==> config.mk <==
export PLATFORM = sky130hd
export DESIGN_NAME = sram_array_ctrl
export DESIGN_NICKNAME = d
export VERILOG_FILES = /design/src/rtl/sram_array_ctrl.sv
export SDC_FILE = /design/constraint.sdc
export NUM_CORES = 1
export LEC_CHECK = 0
export ABC_AREA = 1
export CORE_UTILIZATION = 43
export CTS_CLUSTER_DIAMETER = 40
export DETAILED_ROUTE_END_ITERATION = 10
export HOLD_SLACK_MARGIN = 0.1
export PLACE_DENSITY = 0.89
export SETUP_SLACK_MARGIN = 0.15
export SYNTH_ARGS = -nofsm -noshare
export SYNTH_HDL_FRONTEND = slang
export SYNTH_SLANG_ARGS = --single-unit
==> constraint.sdc <==
create_clock -name clk -period 4.15 [get_ports clk]
set_clock_uncertainty 0.2 [all_clocks]
set_input_delay 0.83 -clock clk [delete_from_list [all_inputs] [get_ports clk]]
set_output_delay 0.83 -clock clk [all_outputs]
set_load 0.01 [all_outputs]
==> src/rtl/sram_array_ctrl.sv <==
// Sequencer for a small SRAM row array: precharge the bitlines, raise one wordline,
// then either drive the bitlines (write) or fire the sense amps (read) before a one-cycle recover.
module sram_array_ctrl #(
  parameter int ADDR_W     = 3,
  parameter int DATA_W     = 8,
  parameter int PRE_CYCLES = 2,
  parameter int WL_CYCLES  = 2
) (
  input  logic                 clk,
  input  logic                 rst,
  input  logic                 req_valid,
  output logic                 req_ready,
  input  logic                 req_we,
  input  logic [ADDR_W-1:0]    req_addr,
  input  logic [DATA_W-1:0]    req_wdata,
  output logic                 rsp_valid,
  output logic [DATA_W-1:0]    rsp_rdata,
  output logic                 precharge,
  output logic [2**ADDR_W-1:0] wl,
  output logic                 bl_drive_en,
  output logic [DATA_W-1:0]    bl_wdata,
  output logic                 sense_en,
  input  logic [DATA_W-1:0]    bl_rdata
);

  localparam int NWL   = 2**ADDR_W;
  localparam int MAXC  = (PRE_CYCLES > WL_CYCLES) ? PRE_CYCLES : WL_CYCLES;
  localparam int CNT_W = (MAXC > 1) ? $clog2(MAXC) : 1;

  localparam logic [CNT_W-1:0] CNT_ZERO = CNT_W'(0);
  localparam logic [CNT_W-1:0] CNT_ONE  = CNT_W'(1);
  localparam logic [CNT_W-1:0] PRE_LOAD = CNT_W'(PRE_CYCLES - 1);
  localparam logic [CNT_W-1:0] WL_LOAD  = CNT_W'(WL_CYCLES - 1);
  localparam logic [NWL-1:0]   WL_ONE   = NWL'(1);

  localparam logic [1:0] IDLE      = 2'd0;
  localparam logic [1:0] PRECHARGE = 2'd1;
  localparam logic [1:0] ACCESS    = 2'd2;
  localparam logic [1:0] RECOVER   = 2'd3;

  logic [1:0]        state;
  logic [CNT_W-1:0]  cnt;
  logic              we_q;
  logic [ADDR_W-1:0] addr_q;
  logic [DATA_W-1:0] wdata_q;
  logic [DATA_W-1:0] rdata_q;

  // State sequencing; the counter holds the remaining cycles after the current one.
  always_ff @(posedge clk or posedge rst) begin
    if (rst) begin
      state   <= IDLE;
      cnt     <= CNT_ZERO;
      we_q    <= 1'b0;
      addr_q  <= {ADDR_W{1'b0}};
      wdata_q <= {DATA_W{1'b0}};
      rdata_q <= {DATA_W{1'b0}};
    end else begin
      case (state)
        IDLE: begin
          if (req_valid) begin
            we_q    <= req_we;
            addr_q  <= req_addr;
            wdata_q <= req_wdata;
            cnt     <= PRE_LOAD;
            state   <= PRECHARGE;
          end else begin
            cnt     <= CNT_ZERO;
          end
        end
        PRECHARGE: begin
          if (cnt == CNT_ZERO) begin
            cnt   <= WL_LOAD;
            state <= ACCESS;
          end else begin
            cnt   <= cnt - CNT_ONE;
          end
        end
        ACCESS: begin
          if (cnt == CNT_ZERO) begin
            if (!we_q) begin
              rdata_q <= bl_rdata;
            end else begin
              rdata_q <= rdata_q;
            end
            cnt   <= CNT_ZERO;
            state <= RECOVER;
          end else begin
            cnt   <= cnt - CNT_ONE;
          end
        end
        RECOVER: begin
          cnt   <= CNT_ZERO;
          state <= IDLE;
        end
        default: begin
          cnt   <= CNT_ZERO;
          state <= IDLE;
        end
      endcase
    end
  end

  // Array-side outputs decoded purely from registered state.
  always_comb begin
    req_ready   = 1'b0;
    rsp_valid   = 1'b0;
    precharge   = 1'b0;
    wl          = {NWL{1'b0}};
    bl_drive_en = 1'b0;
    bl_wdata    = {DATA_W{1'b0}};
    sense_en    = 1'b0;
    case (state)
      IDLE:      req_ready = 1'b1;
      PRECHARGE: precharge = 1'b1;
      ACCESS: begin
        wl = WL_ONE << addr_q;
        if (we_q) begin
          bl_drive_en = 1'b1;
          bl_wdata    = wdata_q;
        end else begin
          sense_en    = (cnt == CNT_ZERO);
        end
      end
      RECOVER:   rsp_valid = 1'b1;
      default:   req_ready = 1'b0;
    endcase
  end

  assign rsp_rdata = rdata_q;

endmodule

* After elaboration in Yosys (flattened, before gate mapping) *
Index checks and enable logic that the tools add are counted.

word-level totals
  register bits after elaboration = 23
  latch bits = 0
  bits in writable memories = 0
  ROM bits = 0
  input port bits = 23
  output and inout port bits = 29
  memories = 0

cells by class
  add/subtract/negate cells = 1
  multipliers = 0
  div/mod/pow operators = 0
  $lt $le $gt $ge = 0
  eq/ne operators = 6
  shift-type cells = 1
  mux-type cells = 18
  bitwise gates (word level) = 2
  reduce and logical (&&, ||, !) cells = 4

operators with widths
  kind                                                               number
  8-bit 2-to-1 mux                                                   3
  1-bit 2-to-1 mux                                                   10
  2-bit one-hot mux with 4 select lines                              1
  1-bit by 3-bit << shifter with 8-bit output, first input constant  1
  2-bit 2-to-1 mux                                                   3
  2-bit inequality test, second input constant                       3
  3-bit AND reduction                                                2
  2-bit == test, second input constant                               2
  1-bit one-hot mux with 4 select lines                              1
  2-bit by 1-bit == test with 1-bit output, second input constant    1
  2-bit zero test                                                    1
  1-bit NOT                                                          2
  2-bit AND reduction                                                1
  1-bit subtractor, second input constant                            1

* Logic depth before layout (Yosys ltp) *
  depth in word-level cells = 3
  depth in mapped cells = 7

* Worst setup path after synthesis *
Ideal clock, no wire load.

  kind = reg2out
  from = register state[0]
  to = output port bl_wdata[0]
  arrival = 1,087 ps
  required time = 3,120 ps
  path slack = 2,033 ps
  cell stages (with the launch flop) = 6
  buffers on the path = 1
  cell sequence = dfrtp_1 > inv_1 > ha_1 > buf_2 > nand2_1 > nor2_1

between the ends
  cells in the longest elaborated chain, start to end = 2

ends and longest elaborated chain
  element                   RTL line  text
  start: declaration        41        logic [1:0] state;
  start signal: assignment  51        state <= IDLE;
  start signal: assignment  65        state <= PRECHARGE;
  start signal: assignment  73        state <= ACCESS;
  2-bit == test             112       case (state)
  8-bit 2-to-1 mux          112
  end: declaration          21        output logic [DATA_W-1:0] bl_wdata,

No other way between the ends.

* Final worst setup path *
Same ends and word-level chain as after synthesis.

==> results_dict.tcl <==
set metrics [dict create \
    ys_types 15 \
    drv_cap 0 \
    status "finished, final reports clean" \
    syn_inst 136 \
    start_util_pct 45.5 \
    finalSetupViolations 0 \
    cts_resized 0 \
    avgRoutedWirePerCell_um 10.9 \
    cp.required_ns 3.12 \
    clock_sinks 23 \
    slew_headroom_pct 44.8 \
    cp.arrival_ns 2.08 \
    top_level_ports 52 \
    routed_wl_um 2380 \
    grt_max_degree 25 \
    portBuffers 51 \
    ir_worst_vdd_uv 461 \
    vias_per_cell 4.56 \
    fin_ws_ns 1.04 \
    drtIter0Drc 19 \
    power_mw 1.08 \
    synthToLayoutAreaGrowth_pct 48.6 \
    numCtsBuffers 3 \
    post-route-period-util_pct 75.0 \
    p_leak_nw 0.820 \
    yosysMostFrequentCell "nand2_1" \
    cts-hold-fix-buffers 0 \
    antenna_cells 0 \
    track_usage_pct 18.8 \
    tns_ns 0 \
    synthArstFlopShare_pct 100 \
    post_cts.repair.setup_buffers 0 \
    worst_hold_path.num_cells 2 \
    final_nets 216 \
    dr.pass1.iters 4 \
    coreArea_um2 2480 \
    synthesis.area_um2 1130 \
    min_period_ns 3.11 \
    clk_path_buf_depth 2 \
    ant_nets 0 \
    vias 993 \
    hp-class "flop to flop" \
    end_kind "output port" \
    dpl.hpwl_um 1860 \
    syn_avg_cell_area_um2 8.29 \
    hold_violations 0 \
    synth_seq_cells 23 \
    htree_num_levels 1 \
    chipHeight_um 53.2 \
    powerDensity_nw_per_um2 647 \
    drv_slew 0 \
    clk_latency_ns 0.30 \
    grt_remaining_overflow 0 \
    synth_top_area_cell "dfrtp_1" \
    yosys_warnings 0 \
    synth_top_area_share_pct 51.1 \
    rsz0062_at_grt "no" \
    cts_tree "done" \
    synth-main-ff-cell "dfrtp_1" \
    critPathKind "flop to output port" \
    rows 18 \
    fmax_mhz 321 \
    worst_pin_slew_ns 0.828 \
    yosysSeqAreaShare_pct 51.1 \
    grt_pass1_vias 933 \
    synth.area.top_cells "dfrtp_1, nand2_1, nor2_1" \
    critPathMaxFanout 9 \
    root_buffer "clkbuf_4" \
    drc_errors 0 \
    die-area_um2 2830 \
    grt_first_pass_wirelength_um 3840 \
    synth_edf_count 0 \
    path_clk_slew_ns 0.12 \
    antenna_found_initial 0 \
    die_x_um 53.2 \
    cp-start-kind "flop" \
    synthTopCellsByCount "nand2_1, nor2_1, dfrtp_1" \
    drive_gt1_share_pct 9.57 \
    dp_slack_ns 1.37 \
    syn-num-nets 163 \
    gp_congestion 0.733 \
    ff2ff_path_depth 5 \
]
## critical path, stage by stage (launching register included)
cell and delay, ns:
dfrtp_1 0.44, inv_1 0.11, ha_1 0.29, nand2_1 0.25, nor2_1 0.15, clkdlybuf4s50_1 0.55
## power by group
group          total [mW]  internal [mW]  switching [mW]  leakage (nW)
registers           0.392          0.332          0.0597         0.266
logic               0.593          0.285           0.308         0.537
clock network      0.0987         0.0358          0.0629        0.0177
total                1.08          0.653           0.431         0.820
## flip-flops by register name, summed over array words and instances, names as in the netlist
signal	flops
we_q	1
cnt	1
rsp_rdata	8
addr_q	3
wdata_q	8
state	2
## final cells by class
type                       count  area, um^2
inverter                      18        70.1
tap                           30        37.5
fill                         215         802
multi-input combinational     92         454
sequential                    23         576
clock buffer                   3        22.5
clock inverter                 1        5.00
timing repair buffer          51         510
## through the flow
| step | hold slack (ns) | cell area (um^2) | util [%] | cells |
|---|---|---|---|---|
| 3_5_place_dp | 0.264 | 1650 | 66.5 | 214 |
| 4_1_cts | 0.296 | 1680 | 67.6 | 218 |
| 5_1_grt | 0.330 | 1680 | 67.6 | 218 |
| 6_report | 0.289 | 1680 | 67.6 | 218 |
| 3_3_place_gp | 0.261 | 1650 | 66.5 | 214 |
| 2_1_floorplan | 0.264 | 1130 | - | 136 |
## worst paths after layout
kind                                             to                      from  slack [ns]
max                                     bl_wdata[0]      state[0]$_DFFE_PP0P_        1.04
min                        rsp_rdata[5]$_DFFE_PP0P_  rsp_rdata[5]$_DFFE_PP0P_        0.29
max reg2reg                  wdata_q[1]$_DFFE_PP0P_      state[0]$_DFFE_PP0P_        2.36
min reg2reg                rsp_rdata[5]$_DFFE_PP0P_  rsp_rdata[5]$_DFFE_PP0P_        0.29
max in group asynchronous    wdata_q[5]$_DFFE_PP0P_                       rst        2.46
min in group asynchronous  rsp_rdata[1]$_DFFE_PP0P_                       rst        0.78
## metal layers
| layer | routed length [um] | global-route usage, % |
|---|---|---|
| met3 | 223 | 4.60 |
| met5 | 0 | 0 |
| met1 | 1010 | 23.1 |
| met4 | 11 | 3.95 |
| met2 | 1140 | 32.9 |
## cells in the final DEF, fill, tap and decap left out
master,count
a21oi_2,11
clkbuf_4,3
clkdlybuf4s50_1,51
clkinv_2,1
dfrtp_1,23
ha_1,4
inv_1,17
inv_4,1
nand2_1,40
nand2_2,2
nand3_1,3
nand4_1,1
nor2_1,28
o21ai_0,1
o31ai_1,1
or2_0,1
## kinds of logic (layout without fill, tap and decap cells)
group | Yosys count | in the layout | share of synthesized area (%)
compound gates | 13 | 13 | 9.66
fa+ha+maj | 4 | 4 | 4.44
buf+inv | 21 | 73 | 8.66
flops | 23 | 23 | 51.1
simple gates | 75 | 75 | 26.2
Power figures use the tool's default switching activity.
